<file path="config.mk">
export PLATFORM = sky130hd
export DESIGN_NAME = div_tick_gen
export DESIGN_NICKNAME = d
export VERILOG_FILES = /design/src/rtl/div_tick_gen_pkg.sv /design/src/rtl/div_tick_gen_core.sv /design/src/rtl/div_tick_gen.sv
export SDC_FILE = /design/constraint.sdc
export NUM_CORES = 1
export LEC_CHECK = 0
export BUFFER_PORTS_ARGS = -buffer_cell sky130_fd_sc_hd__buf_2
export CORE_MARGIN = 1.5
export CORE_UTILIZATION = 57
export CTS_CLUSTER_SIZE = 16
export DETAILED_ROUTE_END_ITERATION = 10
export PLACE_DENSITY = 0.81
export SYNTH_ARGS = -nofsm -noshare
export SYNTH_HDL_FRONTEND = slang
export SYNTH_HIERARCHICAL = 1
export SYNTH_SLANG_ARGS = --single-unit
</file>
<file path="constraint.sdc">
create_clock -name clk -period 2.2 [get_ports clk]
set_input_delay 0.44 -clock clk [delete_from_list [all_inputs] [get_ports clk]]
set_output_delay 0.44 -clock clk [all_outputs]
set_load 0.03 [all_outputs]
</file>
<file path="src/rtl/div_tick_gen_pkg.sv">
// Shared definitions for the clock-enable divider: FSM encoding, ratio width and ratio floor.
package div_tick_gen_pkg;

    typedef enum logic {
        ST_IDLE = 1'b0,
        ST_RUN  = 1'b1
    } state_t;

    localparam int                   DIV_N_W   = 5;
    localparam logic [DIV_N_W-1:0]   DIV_N_MIN = DIV_N_W'(2);

    // Ratios below 2 cannot produce a distinct tick period, so they run as 2.
    function automatic logic [DIV_N_W-1:0] clamp_n(input logic [DIV_N_W-1:0] n);
        return (n < DIV_N_MIN) ? DIV_N_MIN : n;
    endfunction

endpackage

</file>
<file path="src/rtl/div_tick_gen_core.sv">
// Divider core: latched ratio, modulo-N phase counter, terminal compare and registered tick.
module div_tick_core
    import div_tick_gen_pkg::*;
(
    input  logic               clk,
    input  logic               rst,
    input  logic               i_load,
    input  logic               i_run,
    input  logic [DIV_N_W-1:0] i_div_n,
    output logic [DIV_N_W-1:0] o_div_cnt,
    output logic [DIV_N_W-1:0] o_n_reg,
    output logic               o_tick
);

    logic [DIV_N_W-1:0] r_div_cnt;
    logic [DIV_N_W-1:0] r_n;
    logic               r_tick;
    logic               w_term;

    assign w_term = (r_div_cnt == (r_n - DIV_N_W'(1)));

    // i_run is low on the edge that leaves RUN, so that edge neither ticks nor counts.
    always_ff @(posedge clk) begin
        if (!rst) begin
            r_div_cnt <= '0;
            r_n       <= DIV_N_MIN;
            r_tick    <= 1'b0;
        end else begin
            r_tick <= 1'b0;
            if (i_load) begin
                r_n       <= clamp_n(i_div_n);
                r_div_cnt <= '0;
            end else if (i_run) begin
                r_tick    <= w_term;
                r_div_cnt <= w_term ? '0 : r_div_cnt + DIV_N_W'(1);
            end else begin
                r_div_cnt <= '0;
            end
        end
    end

    assign o_div_cnt = r_div_cnt;
    assign o_n_reg   = r_n;
    assign o_tick    = r_tick;

endmodule

</file>
<file path="src/rtl/div_tick_gen.sv">
// Start/stop controlled clock-enable generator: one tick per N clocks, a divided level and a tick tally.
module div_tick_gen
    import div_tick_gen_pkg::*;
#(
    parameter int CNT_W = 8
) (
    input  logic               clk,
    input  logic               rst,
    input  logic               start,
    input  logic               stop,
    input  logic [DIV_N_W-1:0] div_n,
    output logic               busy,
    output logic               tick,
    output logic               div_lvl,
    output logic [CNT_W-1:0]   tick_cnt,
    output logic               cnt_wrap
);

    state_t             r_state;
    logic               r_busy;
    logic               r_div_lvl;
    logic [CNT_W-1:0]   r_tick_cnt;
    logic               r_cnt_wrap;

    logic               w_accept;
    logic               w_run_stay;
    logic [DIV_N_W-1:0] w_div_cnt;
    logic [DIV_N_W-1:0] w_n_reg;
    logic               w_tick;

    // stop dominates start in both states
    assign w_accept   = (r_state == ST_IDLE) && start && !stop;
    assign w_run_stay = (r_state == ST_RUN) && !stop;

    div_tick_core u_core (
        .clk       (clk),
        .rst       (rst),
        .i_load    (w_accept),
        .i_run     (w_run_stay),
        .i_div_n   (div_n),
        .o_div_cnt (w_div_cnt),
        .o_n_reg   (w_n_reg),
        .o_tick    (w_tick)
    );

    always_ff @(posedge clk) begin
        if (!rst) begin
            r_state    <= ST_IDLE;
            r_busy     <= 1'b0;
            r_div_lvl  <= 1'b0;
            r_tick_cnt <= '0;
            r_cnt_wrap <= 1'b0;
        end else begin
            case (r_state)
                ST_IDLE: if (w_accept) begin
                    r_state <= ST_RUN;
                    r_busy  <= 1'b1;
                end
                ST_RUN: if (stop) begin
                    r_state <= ST_IDLE;
                    r_busy  <= 1'b0;
                end
                default: begin
                    r_state <= ST_IDLE;
                    r_busy  <= 1'b0;
                end
            endcase

            r_div_lvl  <= w_run_stay && (w_div_cnt < (w_n_reg >> 1));
            r_cnt_wrap <= w_tick && (r_tick_cnt == '1);

            if (w_accept)
                r_tick_cnt <= '0;
            else if (w_tick)
                r_tick_cnt <= r_tick_cnt + CNT_W'(1);
        end
    end

    assign busy     = r_busy;
    assign tick     = w_tick;
    assign div_lvl  = r_div_lvl;
    assign tick_cnt = r_tick_cnt;
    assign cnt_wrap = r_cnt_wrap;

endmodule

</file>
# Word level (Yosys, flattened, before mapping)
# Index checks and enable logic that the tools add are counted.
dict set report word_totals {
  reg_bits 23
  out_inout_bits 12
  input_bits 9
}
dict set report classes {
  eq_ne 4
  muxes 7
  n_addsub 3
  reduce_logical 10
  bitwise 3
  n_lt_le_gt_ge 2
}
# cell count
set ops {}
lappend ops {{8-bit by 1-bit adder with 8-bit output, second input constant} 1}
lappend ops {{8-bit == test, second input constant} 1}
lappend ops {{5-bit by 1-bit adder with 5-bit output, second input constant} 1}
lappend ops {{5-bit == test} 1}
lappend ops {{1-bit logical AND} 5}
lappend ops {{5-bit by 2-bit < comparator with 1-bit output, second input constant} 1}
lappend ops {{5-bit by 4-bit < comparator with 1-bit output} 1}
lappend ops {{5-bit 2-to-1 mux} 1}
lappend ops {{5-bit by 1-bit subtractor with 5-bit output, second input constant} 1}
lappend ops {{1-bit 2-to-1 mux} 4}
lappend ops {{1-bit case mux with 2 select lines} 2}
lappend ops {{4-bit OR reduction} 1}
lappend ops {{1-bit inverter} 3}
lappend ops {{3-bit OR reduction} 1}
lappend ops {{2-bit by 1-bit != test with 1-bit output, second input constant} 1}
lappend ops {{2-bit != test, second input constant} 1}
lappend ops {{2-bit AND reduction} 1}
lappend ops {{2-bit OR reduction} 1}
lappend ops {{1-bit logical NOT} 1}

# Logic depth before layout (Yosys ltp)
dict set report depth {
  depth_word 5
  mapped_depth 6
  depth_no_buf 6
}

# Hierarchy
# The synthesis kept the hierarchy.
# mod n_inst area_per_inst_um2 seq_area_each_um2 cells_per_inst
set modules_own_cells {}
lappend modules_own_cells {div_tick_core 1 575.6 220.2 63}
lappend modules_own_cells {div_tick_gen 1 569.3 240.2 63}

# Worst setup path after synthesis
# OpenSTA, ideal clock, no wires.
dict set report synth_path {
  path_kind {reg-to-reg}
  startpoint {register u_core.r_n[0], in the netlist u_core/o_n_reg[0]}
  endpoint {register u_core.r_div_cnt[2], in the netlist u_core/o_div_cnt[2]}
  setup_ns 0.132
  setup_slack_ns 0.698
  stages_incl_launch_ff 7
  t_arrival_ns 1.370
  path_cell_list {dfxtp_1 > inv_1 > ha_1 > xor2_1 > o21a_1 > a211oi_2 > nor3_1}
}
dict set report synth_between {
  elab_chain_len 3
}
# item line
set synth_rtl {}
lappend synth_rtl {{start: declaration} div_tick_gen_core.sv:16} ;# logic [DIV_N_W-1:0] r_n;
lappend synth_rtl {{start signal: assignment} div_tick_gen_core.sv:31} ;# r_n <= clamp_n(i_div_n);
lappend synth_rtl {{5-bit by 1-bit subtractor with 5-bit output} div_tick_gen_core.sv:20} ;# assign w_term = (r_div_cnt == (r_n - DIV_N_W'(1)));
lappend synth_rtl {{5-bit == test} div_tick_gen_core.sv:20}
lappend synth_rtl {{4-bit OR reduction (no line)} n/a}
lappend synth_rtl {{end signal: assignment} div_tick_gen_core.sv:35} ;# r_div_cnt <= w_term ? '0 : r_div_cnt + DIV_N_W'(1);
lappend synth_rtl {{end: declaration} div_tick_gen_core.sv:15} ;# logic [DIV_N_W-1:0] r_div_cnt;
# No other way between the ends.
# A chain may end at the register's enable or synchronous reset.

# Worst setup path after layout
# Same ends and word-level chain as after synthesis.

==> impl_metrics.prom <==
# TYPE chip_impl_metric gauge
chip_impl_info{name="status",value="finished clean"} 1
chip_impl_metric{name="n_antenna_cell",unit=""} 0
chip_impl_metric{name="core_area",unit="mm²"} 0.00192
chip_impl_info{name="critical_path_cell_sequence",value="inv_1, ha_1, xor2_1, o21a_1, a211oi_2, nor3_1"} 1
chip_impl_metric{name="grt_max_degree",unit=""} 14
chip_impl_metric{name="final.setup.tns",unit="ns"} 0
chip_impl_metric{name="final_layout_size_suffix_gt1_frac",unit=""} 0.203
chip_impl_metric{name="critPathArrivalTime",unit="ns"} 1.84
chip_impl_metric{name="synth-async-reset-ratio",unit=""} 0
chip_impl_metric{name="grt_usage",unit=""} 0.236
chip_impl_metric{name="syn_area",unit="mm²"} 0.00114
chip_impl_metric{name="cts.htree.levels",unit=""} 1
chip_impl_metric{name="io_buffers",unit=""} 20
chip_impl_metric{name="drt.antenna.violating_nets",unit=""} 0
chip_impl_metric{name="placed_wire_length_estimate",unit="mm"} 1.79
chip_impl_metric{name="hold_ws",unit="ns"} 0.345
chip_impl_metric{name="syn_to_final_growth",unit="%"} 13.3
chip_impl_metric{name="synth_area_per_cell",unit="µm²"} 9.09
chip_impl_metric{name="n_fill_cell",unit=""} 164
chip_impl_metric{name="detailedRoute.firstIterationViolations",unit=""} 27
chip_impl_info{name="kind_of_cell_with_the_highest_combined_delay_on_the_critical_path",value="compound AO/OA/AOI/OAI gates"} 1
chip_impl_metric{name="synth_enable_flop_cells",unit=""} 0
chip_impl_metric{name="crit_path_max_incr_delay",unit="ns"} 0.42
chip_impl_metric{name="power_density",unit="mW/mm²"} 536
chip_impl_metric{name="pwr-share-seq",unit=""} 0.621
chip_impl_metric{name="grt_antenna_before_repair",unit=""} 0
chip_impl_metric{name="finish.net_count",unit=""} 164
chip_impl_metric{name="drv.max_cap_violation_count",unit=""} 0
chip_impl_metric{name="clock_power_share",unit=""} 0.278
chip_impl_metric{name="leakage",unit="nW"} 0.552
chip_impl_metric{name="grt.met2_usage",unit=""} 0.416
chip_impl_metric{name="worst-r2r-setup-slack",unit="ns"} 0.55
chip_impl_metric{name="clkLatencyLatePin",unit="ns"} 0.31
chip_impl_metric{name="drcViolationCount",unit=""} 0
chip_impl_metric{name="crit_path_max_fanout",unit=""} 5
chip_impl_metric{name="wl",unit="mm"} 2.34
chip_impl_metric{name="slew_headroom",unit=""} 0.712
chip_impl_metric{name="cts_buffers",unit=""} 3
chip_impl_info{name="worst_hold_path.endpoint",value="r_state"} 1
chip_impl_metric{name="die_h",unit="µm"} 47.8
chip_impl_metric{name="globalRoute.totalOverflow",unit=""} 0
chip_impl_metric{name="largest_register_ffs",unit=""} 8
chip_impl_info{name="worstSetupPathType",value="reg -> reg"} 1
chip_impl_metric{name="cts.repair.resized",unit=""} 0
chip_impl_metric{name="tightestPinTransition",unit="ns"} 0.431
chip_impl_metric{name="vias_per_std_cell",unit=""} 5.46
chip_impl_metric{name="finalMaxSlewViolations",unit=""} 0
chip_impl_metric{name="rows",unit=""} 16
chip_impl_info{name="ys_dominant_reg_cell",value="dfxtp_1"} 1
chip_impl_metric{name="timing.final.crit_share",unit=""} 0.752
chip_impl_metric{name="number_of_warnings_printed_during_yosys_synthesis",unit=""} 6
chip_impl_metric{name="reg2reg_depth",unit=""} 6
chip_impl_metric{name="sequential_cell_area",unit="µm²"} 460
chip_impl_info{name="top_usage_layer",value="met2"} 1
chip_impl_metric{name="max-clock-path-buffers",unit=""} 2
chip_impl_metric{name="synth_cell_type_count",unit=""} 35
chip_impl_metric{name="finalSetupViolations",unit=""} 0
chip_impl_metric{name="drt_first_pass_iters",unit=""} 4
chip_impl_metric{name="comb_power_share",unit=""} 0.101
chip_impl_metric{name="cts_hold_buffers",unit=""} 0
chip_impl_metric{name="floorplan.initialDensity",unit=""} 0.596
chip_impl_metric{name="internal_power",unit="µW"} 522
chip_impl_metric{name="via_count_of_the_first_global_routing_pass",unit=""} 873
chip_impl_metric{name="cp_data_required_time",unit="ns"} 2.39
chip_impl_metric{name="critical_path_buf_inv_count",unit=""} 1
chip_impl_info{name="min-delay-path-class",value="in -> reg"} 1
chip_impl_metric{name="total_power",unit="µW"} 696
chip_impl_metric{name="synth_sequential_area_ratio",unit=""} 0.402
chip_impl_metric{name="multiInputGateArea",unit="µm²"} 638
chip_impl_metric{name="min_path_cells",unit=""} 2
chip_impl_metric{name="die_outline_area",unit="mm²"} 0.00229
chip_impl_metric{name="gr-usage-met1",unit=""} 0.286
chip_impl_metric{name="routed_wire_length_per_instance",unit="µm"} 13.4
chip_impl_metric{name="global_route_wire_length_before_repair",unit="mm"} 3.72
chip_impl_metric{name="via_count",unit=""} 955
chip_impl_info{name="slowest_cp_cell",value="dfxtp_1"} 1
chip_impl_metric{name="finalCoreUtilization",unit=""} 0.675
chip_impl_metric{name="count_of_final_hold_check_violations",unit=""} 0
chip_impl_metric{name="gpl.final_weighted_congestion",unit=""} 0.766
chip_impl_info{name="grt_setup_unrepaired",value="no"} 1
chip_impl_metric{name="synth_nets",unit=""} 141
chip_impl_info{name="timing.critical_path.from_type",value="register"} 1
chip_impl_metric{name="worst_clock_skew",unit="ns"} 0.00641
chip_impl_metric{name="period_minus_slack",unit="ns"} 1.65
chip_impl_info{name="crit-reg2reg-launch",value="u_core/o_n_reg[0]"} 1
chip_impl_metric{name="tritoncts_num_sinks",unit=""} 23
chip_impl_metric{name="peakVddDrop",unit="mV"} 0.399
chip_impl_metric{name="p_sw_frac",unit=""} 0.249
chip_impl_metric{name="synth.ff_latch_count",unit=""} 23
chip_impl_metric{name="gr-usage-met3",unit=""} 0.0453
chip_impl_metric{name="floorplan.die.width",unit="µm"} 47.8
chip_impl_info{name="worst_hold_startpoint",value="stop"} 1
chip_impl_metric{name="clock_pin_slew_on_the_worst_setup_and_hold_paths",unit="ns"} 0.13
chip_impl_info{name="cts_root_buf",value="clkbuf_4"} 1
chip_impl_metric{name="post_cts.repair.setup_buffers",unit=""} 0
chip_impl_info{name="crit-reg2reg-capture",value="u_core/o_div_cnt[2]"} 1
chip_impl_info{name="endpoint_kind",value="register"} 1
chip_impl_info{name="tritoncts",value="done"} 1
chip_impl_metric{name="postSynthCellCount",unit=""} 126
chip_impl_metric{name="total_switching_power",unit="µW"} 174
chip_impl_metric{name="design.portCount",unit=""} 21
chip_impl_metric{name="fmaxAchievable",unit="MHz"} 604
[cell families (layout without fill, tap and decap cells)]
kind of cell / Yosys count / in the layout / share of synthesized area
AO/OA/AOI/OAI: 17 / 17 / 0.103
XOR/XNOR: 13 / 13 / 0.0995
adder cells (fa/ha/maj): 6 / 6 / 0.0656
buffers and inverters: 11 / 33 / 0.0404
flip-flops: 23 / 23 / 0.402
multiplexers: 4 / 4 / 0.0350
AND/OR/NAND/NOR: 52 / 52 / 0.255
[worst max-delay path by stage]
| stage | startpoint | end | cells after the start |
|---|---|---|---|
| detailed placement | u_core/o_n_reg[0] | u_core/o_div_cnt[3] | 6 |
| finish | u_core/o_n_reg[0] | u_core/o_div_cnt[2] | 6 |
| global route | u_core/o_n_reg[1] | u_core/o_div_cnt[3] | 6 |
| global placement | u_core/o_n_reg[0] | u_core/o_div_cnt[4] | 6 |
| CTS | u_core/o_n_reg[0] | u_core/o_div_cnt[3] | 6 |
| floorplan | u_core/o_n_reg[0] | u_core/o_div_cnt[2] | 6 |
[power by group through the flow]
stage	logic, mW	registers (mW)	clock network (mW)
after floorplan	0.0456	0.443	0
after global placement	0.0655	0.441	0
after detailed placement	0.0691	0.441	0
after CTS	0.0701	0.432	0.198
after global routing	0.0782	0.434	0.214
final	0.0701	0.432	0.194
[cell type report]
class | count | area share
tap | 27 | 0.0260
clock inverter | 1 | 0.00386
inverter | 8 | 0.0231
multi-input combinational | 92 | 0.492
clock buffer | 3 | 0.0174
timing repair buffer | 21 | 0.0829
sequential | 23 | 0.355
[stage by stage]
stage / instances / setup WS [ns] / area (µm²)
2_1_floorplan: 126 / 0.698 / 1140
3_3_place_gp: 171 / 0.624 / 1270
3_5_place_dp: 171 / 0.562 / 1270
4_1_cts: 175 / 0.548 / 1300
5_1_grt: 175 / 0.404 / 1300
6_report: 175 / 0.545 / 1300
[per-layer routing]
metal	up-vias	part of all wire
met1	453	0.45
met3	2	0.029
li1	480	-
met4	0	0.0081
met2	20	0.52
met5	-	0
[synthesized netlist by cell type, types with 2 or more instances]
cell type | count | share of area
dfxtp_1 | 23 | 0.40
nand2_1 | 8 | 0.026
nand4_1 | 2 | 0.011
nor3_1 | 6 | 0.026
a21oi_1 | 5 | 0.022
xnor2_1 | 5 | 0.038
nor2b_1 | 2 | 0.011
o21a_1 | 2 | 0.013
inv_1 | 8 | 0.026
or3_1 | 3 | 0.016
xor2_1 | 8 | 0.061
nand2b_1 | 3 | 0.016
ha_1 | 6 | 0.066
o21ai_0 | 4 | 0.017
nor3b_1 | 3 | 0.020
nor2_1 | 11 | 0.036
mux2i_1 | 4 | 0.035
nand3_1 | 6 | 0.026
[layout by cell type (no fill, tap or decap), drive strengths merged, types with 2 or more instances in the layout]
master  instances
mux2i           4
o21a            2
nand2           8
o21ai           5
xor2            8
nand2b          3
a21oi           6
nor3            7
nor2           11
or3             3
nand4           3
buf            21
ha              6
nand3           6
nor3b           3
nor2b           2
xnor2           5
inv             8
clkbuf          3
dfxtp          23
No activity file was read; power rests on OpenSTA's default activity.
